$ cat src/rtl/ex_pkg.sv
// Shared constants and types for the execute stage: op codes, ID/EX bus field
// positions, NZCV bit indices and control bundles.
package ex_pkg;

    localparam int unsigned DW     = 8;
    localparam int unsigned BUS_W  = 69;
    localparam int unsigned OP_W   = 4;
    localparam int unsigned REG_W  = 4;
    localparam int unsigned FLAG_W = 4;
    localparam int unsigned SQ_W   = 2;
    localparam int unsigned MCNT_W = 3;

    localparam logic [OP_W-1:0] OP_ADD   = 4'h0;
    localparam logic [OP_W-1:0] OP_SUB   = 4'h1;
    localparam logic [OP_W-1:0] OP_AND   = 4'h2;
    localparam logic [OP_W-1:0] OP_OR    = 4'h3;
    localparam logic [OP_W-1:0] OP_XOR   = 4'h4;
    localparam logic [OP_W-1:0] OP_MOV   = 4'h5;
    localparam logic [OP_W-1:0] OP_LSL   = 4'h6;
    localparam logic [OP_W-1:0] OP_LSR   = 4'h7;
    localparam logic [OP_W-1:0] OP_MUL   = 4'h8;
    localparam logic [OP_W-1:0] OP_CMP   = 4'h9;
    localparam logic [OP_W-1:0] OP_FLAGS = 4'hF;

    // ID/EX bus field LSB positions
    localparam int unsigned F_OP    = 0;
    localparam int unsigned F_S1    = 4;
    localparam int unsigned F_S2    = 12;
    localparam int unsigned F_SD    = 20;
    localparam int unsigned F_DEST  = 28;
    localparam int unsigned F_CTRL  = 32;
    localparam int unsigned F_COND  = 36;
    localparam int unsigned F_FLD   = 45;
    localparam int unsigned F_BR    = 49;
    localparam int unsigned F_RVOFF = 50;
    localparam int unsigned F_RVBR  = 58;
    localparam int unsigned F_PC    = 59;

    localparam int unsigned FLAG_N = 3;
    localparam int unsigned FLAG_Z = 2;
    localparam int unsigned FLAG_C = 1;
    localparam int unsigned FLAG_V = 0;

    typedef struct packed {
        logic reg_write;
        logic rd_en;
        logic wr_en;
        logic mem_to_reg;
    } reg_ctrl_t;

    typedef struct packed {
        logic c_zero;
        logic c_neg;
        logic c_ovf;
        logic c_always;
        logic c_update;
    } cond_t;

    typedef enum logic {S_IDLE = 1'b0, S_MUL = 1'b1} mul_state_t;

endpackage

$ cat src/rtl/ex_if.sv
// ID/EX input bus, upstream stall and EX/MEM result bundle of the execute stage.
interface ex_if;
    import ex_pkg::*;

    logic [BUS_W-1:0]  idex_bus;
    logic              ex_busy;
    logic [DW-1:0]     alu_result;
    logic [DW-1:0]     mem_data;
    logic [REG_W-1:0]  mem_dest;
    logic [3:0]        mem_ctrl;
    logic              mem_valid;
    logic              branch_taken;
    logic [DW-1:0]     branch_target;
    logic [FLAG_W-1:0] flags;

    modport master (output idex_bus,
                    input  ex_busy, alu_result, mem_data, mem_dest, mem_ctrl,
                           mem_valid, branch_taken, branch_target, flags);

    modport slave  (input  idex_bus,
                    output ex_busy, alu_result, mem_data, mem_dest, mem_ctrl,
                           mem_valid, branch_taken, branch_target, flags);
endinterface

$ cat src/rtl/ex_alu.sv
// Combinational 8-bit ALU; returns the result and the NZCV the op would produce
// (C and V pass through for ops that do not define them; op 8 is a NOP here).
module ex_alu
    import ex_pkg::*;
(
    input  logic [OP_W-1:0]   op,
    input  logic [DW-1:0]     s1,
    input  logic [DW-1:0]     s2,
    input  logic [FLAG_W-1:0] flags_in,
    output logic [DW-1:0]     result,
    output logic [FLAG_W-1:0] nzcv
);

    logic [DW:0] sum;
    logic [DW:0] diff;
    logic        c_new;
    logic        v_new;
    logic        nz_upd;

    always_comb begin
        sum    = {1'b0, s1} + {1'b0, s2};
        diff   = {1'b0, s1} + {1'b0, ~s2} + (DW+1)'(1);
        result = '0;
        c_new  = flags_in[FLAG_C];
        v_new  = flags_in[FLAG_V];
        nz_upd = 1'b1;
        case (op)
            OP_ADD: begin
                result = sum[DW-1:0];
                c_new  = sum[DW];
                v_new  = (s1[DW-1] == s2[DW-1]) && (sum[DW-1] != s1[DW-1]);
            end
            OP_SUB, OP_CMP: begin
                result = diff[DW-1:0];
                c_new  = diff[DW];
                v_new  = (s1[DW-1] != s2[DW-1]) && (diff[DW-1] != s1[DW-1]);
            end
            OP_AND:  result = s1 & s2;
            OP_OR:   result = s1 | s2;
            OP_XOR:  result = s1 ^ s2;
            OP_MOV:  result = s2;
            OP_LSL:  result = s1 << s2[2:0];
            OP_LSR:  result = s1 >> s2[2:0];
            default: nz_upd = 1'b0;
        endcase
        nzcv = flags_in;
        if (nz_upd) begin
            nzcv[FLAG_N] = result[DW-1];
            nzcv[FLAG_Z] = (result == '0);
            nzcv[FLAG_C] = c_new;
            nzcv[FLAG_V] = v_new;
        end
    end

endmodule

$ cat src/rtl/ex_stage.sv
// Execute stage: conditional ALU op, branch resolution, branch-shadow squash and
// EX/MEM registers. Define EX_MUL_EN to build the 8-cycle shift-add multiplier.
module ex_stage
    import ex_pkg::*;
#(
    parameter int unsigned SQUASH_SLOTS = 1
)
(
    input  logic nclk,
    input  logic rst,
    ex_if.slave  ex
);

    logic [OP_W-1:0]   op;
    logic [DW-1:0]     s1, s2, sd, rv_off, pc;
    logic [REG_W-1:0]  dest;
    logic [FLAG_W-1:0] flags_load;
    reg_ctrl_t         ctrl_in, ctrl_v;
    cond_t             cond;
    logic              br, rv_br;
    logic              unused_bits;

    assign op          = ex.idex_bus[F_OP +: OP_W];
    assign s1          = ex.idex_bus[F_S1 +: DW];
    assign s2          = ex.idex_bus[F_S2 +: DW];
    assign sd          = ex.idex_bus[F_SD +: DW];
    assign dest        = ex.idex_bus[F_DEST +: REG_W];
    assign ctrl_in     = reg_ctrl_t'(ex.idex_bus[F_CTRL +: 4]);
    assign cond        = cond_t'(ex.idex_bus[F_COND +: 5]);
    assign flags_load  = ex.idex_bus[F_FLD +: FLAG_W];
    assign br          = ex.idex_bus[F_BR];
    assign rv_off      = ex.idex_bus[F_RVOFF +: DW];
    assign rv_br       = ex.idex_bus[F_RVBR];
    assign pc          = ex.idex_bus[F_PC +: DW];
    assign unused_bits = ^{ex.idex_bus[44:41], ex.idex_bus[68:67]};

    logic [DW-1:0]     alu_result_q, alu_result_d, mem_data_q, mem_data_d;
    logic [REG_W-1:0]  mem_dest_q, mem_dest_d;
    reg_ctrl_t         mem_ctrl_q, mem_ctrl_d;
    logic              mem_valid_q, mem_valid_d, branch_taken_q, branch_taken_d;
    logic [DW-1:0]     branch_target_q, branch_target_d;
    logic [FLAG_W-1:0] flags_q, flags_d;
    logic [SQ_W-1:0]   squash_q, squash_d;
    logic [DW-1:0]     alu_res_c;
    logic [FLAG_W-1:0] alu_nzcv_c;
    logic              exec_c, busy_c;

`ifdef EX_MUL_EN
    mul_state_t        state_q, state_d;
    logic [MCNT_W-1:0] cnt_q, cnt_d;
    logic [DW-1:0]     mul_a_q, mul_a_d, mul_b_q, mul_b_d, acc_q, acc_d, mul_sum_c;
    logic [DW-1:0]     mul_data_q, mul_data_d;
    logic [REG_W-1:0]  mul_dest_q, mul_dest_d;
    reg_ctrl_t         mul_ctrl_q, mul_ctrl_d;
    logic              mul_upd_q, mul_upd_d;
`endif

    ex_alu u_alu (
        .op       (op),
        .s1       (s1),
        .s2       (s2),
        .flags_in (flags_q),
        .result   (alu_res_c),
        .nzcv     (alu_nzcv_c)
    );

    // Condition check against registered flags; squashed slots never execute
    assign exec_c = (cond.c_always | (cond.c_zero & flags_q[FLAG_Z]) |
                     (cond.c_neg & flags_q[FLAG_N]) | (cond.c_ovf & flags_q[FLAG_V])) &
                    (squash_q == '0);

    always_comb begin
        busy_c          = 1'b0;
        alu_result_d    = '0;
        mem_data_d      = '0;
        mem_dest_d      = '0;
        mem_ctrl_d      = '0;
        mem_valid_d     = 1'b0;
        branch_taken_d  = 1'b0;
        branch_target_d = '0;
        flags_d         = flags_q;
        squash_d        = squash_q;
        ctrl_v          = ctrl_in;
        if (op == OP_CMP) ctrl_v.reg_write = 1'b0;

        if (squash_q != '0) squash_d = squash_q - SQ_W'(1);
        if (exec_c) begin
            mem_valid_d  = 1'b1;
            alu_result_d = alu_res_c;
            mem_data_d   = sd;
            mem_dest_d   = dest;
            mem_ctrl_d   = ctrl_v;
            if (cond.c_update) flags_d = (op == OP_FLAGS) ? flags_load : alu_nzcv_c;
            if (rv_br) begin
                if (s1 == s2) begin
                    branch_taken_d  = 1'b1;
                    branch_target_d = pc + rv_off;
                end
            end else if (br) begin
                branch_taken_d  = 1'b1;
                branch_target_d = s2;
            end
            if (branch_taken_d) squash_d = SQ_W'(SQUASH_SLOTS);
        end

`ifdef EX_MUL_EN
        state_d    = state_q;
        cnt_d      = cnt_q;
        mul_a_d    = mul_a_q;
        mul_b_d    = mul_b_q;
        acc_d      = acc_q;
        mul_data_d = mul_data_q;
        mul_dest_d = mul_dest_q;
        mul_ctrl_d = mul_ctrl_q;
        mul_upd_d  = mul_upd_q;
        mul_sum_c  = acc_q + (mul_b_q[0] ? mul_a_q : '0);

        // Issue and step cycles emit a bubble; the held bus is dropped at count 7
        if ((state_q == S_MUL) || (exec_c && (op == OP_MUL))) begin
            alu_result_d    = '0;
            mem_data_d      = '0;
            mem_dest_d      = '0;
            mem_ctrl_d      = '0;
            mem_valid_d     = 1'b0;
            branch_taken_d  = 1'b0;
            branch_target_d = '0;
            flags_d         = flags_q;
            squash_d        = squash_q;
        end

        if (state_q == S_MUL) begin
            busy_c  = (cnt_q != MCNT_W'(7));
            acc_d   = mul_sum_c;
            mul_a_d = mul_a_q << 1;
            mul_b_d = mul_b_q >> 1;
            cnt_d   = cnt_q + MCNT_W'(1);
            if (cnt_q == MCNT_W'(7)) begin
                state_d      = S_IDLE;
                mem_valid_d  = 1'b1;
                alu_result_d = mul_sum_c;
                mem_data_d   = mul_data_q;
                mem_dest_d   = mul_dest_q;
                mem_ctrl_d   = mul_ctrl_q;
                if (mul_upd_q) begin
                    flags_d[FLAG_N] = mul_sum_c[DW-1];
                    flags_d[FLAG_Z] = (mul_sum_c == '0);
                end
            end
        end else if (exec_c && (op == OP_MUL)) begin
            busy_c     = 1'b1;
            state_d    = S_MUL;
            cnt_d      = '0;
            mul_a_d    = s1;
            mul_b_d    = s2;
            acc_d      = '0;
            mul_data_d = sd;
            mul_dest_d = dest;
            mul_ctrl_d = ctrl_in;
            mul_upd_d  = cond.c_update;
        end
`endif
    end

    always_ff @(posedge nclk or posedge rst) begin
        if (rst) begin
            alu_result_q    <= '0;
            mem_data_q      <= '0;
            mem_dest_q      <= '0;
            mem_ctrl_q      <= '0;
            mem_valid_q     <= 1'b0;
            branch_taken_q  <= 1'b0;
            branch_target_q <= '0;
            flags_q         <= '0;
            squash_q        <= '0;
        end else begin
            alu_result_q    <= alu_result_d;
            mem_data_q      <= mem_data_d;
            mem_dest_q      <= mem_dest_d;
            mem_ctrl_q      <= mem_ctrl_d;
            mem_valid_q     <= mem_valid_d;
            branch_taken_q  <= branch_taken_d;
            branch_target_q <= branch_target_d;
            flags_q         <= flags_d;
            squash_q        <= squash_d;
        end
    end

`ifdef EX_MUL_EN
    always_ff @(posedge nclk or posedge rst) begin
        if (rst) begin
            state_q    <= S_IDLE;
            cnt_q      <= '0;
            mul_a_q    <= '0;
            mul_b_q    <= '0;
            acc_q      <= '0;
            mul_data_q <= '0;
            mul_dest_q <= '0;
            mul_ctrl_q <= '0;
            mul_upd_q  <= 1'b0;
        end else begin
            state_q    <= state_d;
            cnt_q      <= cnt_d;
            mul_a_q    <= mul_a_d;
            mul_b_q    <= mul_b_d;
            acc_q      <= acc_d;
            mul_data_q <= mul_data_d;
            mul_dest_q <= mul_dest_d;
            mul_ctrl_q <= mul_ctrl_d;
            mul_upd_q  <= mul_upd_d;
        end
    end
`endif

    // Stall is dropped while reset is held so a pending MUL bus cannot keep it high
    assign ex.ex_busy       = busy_c & ~rst;
    assign ex.alu_result    = alu_result_q;
    assign ex.mem_data      = mem_data_q;
    assign ex.mem_dest      = mem_dest_q;
    assign ex.mem_ctrl      = mem_ctrl_q;
    assign ex.mem_valid     = mem_valid_q;
    assign ex.branch_taken  = branch_taken_q;
    assign ex.branch_target = branch_target_q;
    assign ex.flags         = flags_q;

endmodule
$ cat src/flat_wrapper.sv
// flat-port wrapper written by rule: the top's interface ports become plain ports
module ex_stage_flat import ex_pkg::*;
#(
    parameter int unsigned SQUASH_SLOTS = 1
)
  (nclk, rst, ex_idex_bus, ex_ex_busy, ex_alu_result, ex_mem_data, ex_mem_dest, ex_mem_ctrl, ex_mem_valid, ex_branch_taken, ex_branch_target, ex_flags);
  ex_if ex_i ();
  input  logic nclk;
  input  logic rst;
  input wire logic [$bits(ex_i.idex_bus)-1:0] ex_idex_bus;
  output wire logic [$bits(ex_i.ex_busy)-1:0] ex_ex_busy;
  output wire logic [$bits(ex_i.alu_result)-1:0] ex_alu_result;
  output wire logic [$bits(ex_i.mem_data)-1:0] ex_mem_data;
  output wire logic [$bits(ex_i.mem_dest)-1:0] ex_mem_dest;
  output wire logic [$bits(ex_i.mem_ctrl)-1:0] ex_mem_ctrl;
  output wire logic [$bits(ex_i.mem_valid)-1:0] ex_mem_valid;
  output wire logic [$bits(ex_i.branch_taken)-1:0] ex_branch_taken;
  output wire logic [$bits(ex_i.branch_target)-1:0] ex_branch_target;
  output wire logic [$bits(ex_i.flags)-1:0] ex_flags;
  assign ex_i.idex_bus = ex_idex_bus;
  assign ex_ex_busy = ex_i.ex_busy;
  assign ex_alu_result = ex_i.alu_result;
  assign ex_mem_data = ex_i.mem_data;
  assign ex_mem_dest = ex_i.mem_dest;
  assign ex_mem_ctrl = ex_i.mem_ctrl;
  assign ex_mem_valid = ex_i.mem_valid;
  assign ex_branch_taken = ex_i.branch_taken;
  assign ex_branch_target = ex_i.branch_target;
  assign ex_flags = ex_i.flags;
  ex_stage #(.SQUASH_SLOTS(SQUASH_SLOTS)) u_core (.nclk(nclk), .rst(rst), .ex(ex_i));
endmodule
$ cat config.mk
export PLATFORM = sky130hd
export DESIGN_NAME = ex_stage_flat
export DESIGN_NICKNAME = d
export VERILOG_FILES = /design/src/rtl/ex_pkg.sv /design/src/rtl/ex_if.sv /design/src/rtl/ex_alu.sv /design/src/rtl/ex_stage.sv /design/src/flat_wrapper.sv
export SDC_FILE = /design/constraint.sdc
export NUM_CORES = 1
export LEC_CHECK = 0
export BUFFER_PORTS_ARGS = -buffer_cell sky130_fd_sc_hd__buf_2
export CORE_MARGIN = 1.5
export CORE_UTILIZATION = 40
export CTS_CLUSTER_DIAMETER = 60
export CTS_CLUSTER_SIZE = 25
export DETAILED_ROUTE_END_ITERATION = 8
export HOLD_SLACK_MARGIN = 0.05
export PLACE_DENSITY = 0.68
export SLEW_MARGIN = 20
export SYNTH_ARGS = -nofsm -noshare
export SYNTH_HDL_FRONTEND = slang
export SYNTH_SLANG_ARGS = --single-unit
$ cat constraint.sdc
create_clock -name nclk -period 2.75 [get_ports nclk]
set_clock_uncertainty 0.15 [all_clocks]
set_input_delay 0.275 -clock nclk [delete_from_list [all_inputs] [get_ports nclk]]
set_output_delay 0.275 -clock nclk [all_outputs]
set_load 0.05 [all_outputs]
==> reports/results.tsv <==
metric	value	unit
path_delay_family	compound AO/OA/AOI/OAI gates	
drv_slew	0	
viasPerCell	5.55	
grtUsageTotal	22.3	%
grt_pass1_wl	17400	µm
root_buffer	clkbuf_8	
rr_worst_depth	7	
cp.arrival	2660	ps
io_pins	110	
timing.rr.end	u_core.ex.flags[2]	
hold_viol_final	0	
grt_pass1_vias	3379	
synth.area.top_cells	dfrtp_1, ha_1, nor2_1	
timing.final.ws_setup	176	ps
fmax	388	MHz
htreeDepth	2	
relSlewSlack	51.9	%
critPathCaptureType	flip-flop	
coreArea	8810	µm²
numCtsBuffers	5	
cts_tree	built	
clock_latency	290	ps
io_buffers	102	
rsz0062_at_grt	false	
crit_path_start_kind	input port	
status	finished with violations	
vdd_drop_max	0.241	mV
violations	DRC	
clk_pin_slew_worst_paths	80	ps
syn_area_per_cell	8.82	µm²
area_delta_synth_final	27.0	%
drt-initial-drc-count	249	
syn_inst	415	
worstHoldStart	ex_idex_bus[21]	
hpwl	8480	µm
vias	3622	
die_area	9740	µm²
yosys_register_bits	40	
min_path_type	input port to flip-flop	
yosys.cell_types.count	72	
grt_antenna_before_repair	0	
synth_edf_count	0	
cts_max_path_buffers	2	
dpl_cell_area	4380	µm²
synth_nets	521	
dp.cells	631	
stdcell_count	653	
cpMaxStageDelayCell	a221oi_1	
r2r_start	u_core.ex.flags[3]	
yosysSeqAreaShare	27.3	%
die_x	98.7	µm
synth_top_area_share	27.3	%
holdPathEnd	u_core.ex.mem_data[1]	
path_cells	buf_2 > inv_1 > ha_1 > o21ba_2 > nor4_1 > nor3_1 > xnor2_1 > a221oi_1 > and4_1 > a31o_1	
final_util	52.8	%
drive_above_1_share	29.7	%
ant_nets	0	
drt_wl_total	11000	µm
grt_max_degree	41	
post-synth-top-area-cell	dfrtp_1	
slowest_delay	440	ps
power-per-cell-area	491	nW/µm²
post-place-ws	-82.3	ps
post-route-period-util	93.6	%
rows	34	
drcViolationCount	9	
cap_violations	0	
postCtsSetupRepairBufs	0	
setup_viol_count_final	0	
cp_max_fo	5	
syn_area	3660	µm²
fp.dieH	98.7	µm
tightest_slew	721	ps
p_leak	0.00231	µW
min_period	2570	ps
initial_core_util	41.6	%
final_area	4650	µm²
wl_per_cell	16.9	µm
nets	650	
rrSetupSlack	360	ps
n_antenna_cell	0	
required	2830	ps
setup_tns	0	ps
path_buf_inv	2	
grt.overflow.total	0	
synthFlopType	dfrtp_1	
min_path_cells	2	
place_congestion	1.01	
cts_sinks	40	
first_pass_iters	6	
yosysWarnings	0	
critical_path_class	input port to flip-flop	
ys_async_sr_fraction	100	%
[per-layer routing]
layer	part of all wire, %	up-vias	global-route usage, %
met3	6.3	10	2.91
met2	49	141	37.7
li1	-	1744	-
met4	0.86	0	4.62
met5	0	-	0
met1	44	1727	30.8
[power breakdown]
part           leakage (µW)  internal [µW]  switching [µW]
Sequential         0.000513            675            35.8
Combinational       0.00174            347             712
Clock             0.0000614            297             214
[placed cells by master (no fill, tap or decap), types with 4 or more instances in the layout]
| cell | count |
|---|---|
| a32oi_1 | 5 |
| a21oi_1 | 25 |
| a22oi_1 | 9 |
| nand3_1 | 8 |
| mux4_1 | 4 |
| buf_2 | 102 |
| a21o_1 | 4 |
| or3_1 | 4 |
| buf_4 | 32 |
| o21ai_0 | 16 |
| clkbuf_8 | 6 |
| ha_1 | 32 |
| nor3_1 | 10 |
| o21a_1 | 4 |
| nor2_1 | 39 |
| dfrtp_1 | 40 |
| inv_1 | 30 |
| xnor2_1 | 7 |
| mux2i_1 | 8 |
| and2_1 | 17 |
| nand2b_1 | 7 |
| nand2_1 | 28 |
| nand4_1 | 4 |
| o31ai_1 | 4 |
| o211ai_1 | 4 |
| nor2b_1 | 9 |
| dlygate4sd3_1 | 14 |
| and3_1 | 6 |
[cells by family after synthesis]
| group | after synthesis | share of synthesized area, % |
|---|---|---|
| AOI/OAI and AO/OA | 101 | 19.8 |
| xor gates and xnor gates | 9 | 2.15 |
| adders and majority gates | 35 | 12.6 |
| buffers and inverters | 58 | 7.79 |
| DFF | 40 | 27.3 |
| muxes | 18 | 7.62 |
| other | 1 | 0.102 |
| and+or+nand+nor | 153 | 22.6 |
[stage by stage]
stage / hold slack [ps] / total power [µW]
finish: 70.8 / 2280
floorplan: 254 / 1450
global route: 59.8 / 2400
global placement: 258 / 1730
detailed placement: 272 / 1750
CTS: 64.9 / 2280
[worst reg2reg max path: stages, from the launching register on]
cell and delay (ps):
dfrtp_1 410, a21oi_1 150, a311o_1 660, inv_2 60, and3_1 250, and4_1 210, and4_1 180, a31o_1 210
[Yosys cell counts, drive strengths merged (7+ instances only)]
| cell | instances |
|---|---|
| a21oi | 26 |
| nor2b | 9 |
| mux2i | 8 |
| o21ai | 16 |
| buf | 16 |
| nand2b | 7 |
| nand2 | 28 |
| clkbuf | 10 |
| dfrtp | 40 |
| nor2 | 39 |
| nor3 | 11 |
| ha | 32 |
| a22oi | 9 |
| and2 | 17 |
| xnor2 | 7 |
| nand3 | 8 |
| inv | 32 |
[worst max-delay path by stage]
stage                         from            endpoint  slack (ps)  depth (start not counted)
global route        ex_idex_bus[5]  u_core.ex.flags[2]          40                         10
floorplan           ex_idex_bus[4]  u_core.ex.flags[2]         260                          9
CTS                 ex_idex_bus[5]  u_core.ex.flags[2]         200                         10
global placement    ex_idex_bus[4]  u_core.ex.flags[2]         -70                         11
detailed placement  ex_idex_bus[5]  u_core.ex.flags[2]         -80                         10
finish              ex_idex_bus[5]  u_core.ex.flags[2]         180                         10
[sequential cells by signal, indices dropped and copies added (netlist names)]
register	count
u_core.ex.mem_dest	4
u_core.squash_q	2
u_core.ex.flags	4
u_core.ex.mem_ctrl	4
u_core.ex.branch_target	8
u_core.ex.alu_result	8
u_core.ex.mem_data	8
u_core.ex.branch_taken	1
u_core.ex.mem_valid	1
[repair_timing]
item                                   in CTS  in global routing
hold buffers                               14                  0
setup endpoints to repair                   0                  1
endpoints found under the hold margin      53                  0
resized for setup                           0                  1
[cell type report]
class                   count  area (µm²)
clock inverters             2        38.8
multi-input cells         317        2380
clock buffers               6        82.6
repair buffers            148         891
well taps                 108         135
inverters                  32         120
fillers                   788        4160
flip-flops and latches     40        1000
Power figures use the tool's default switching activity.
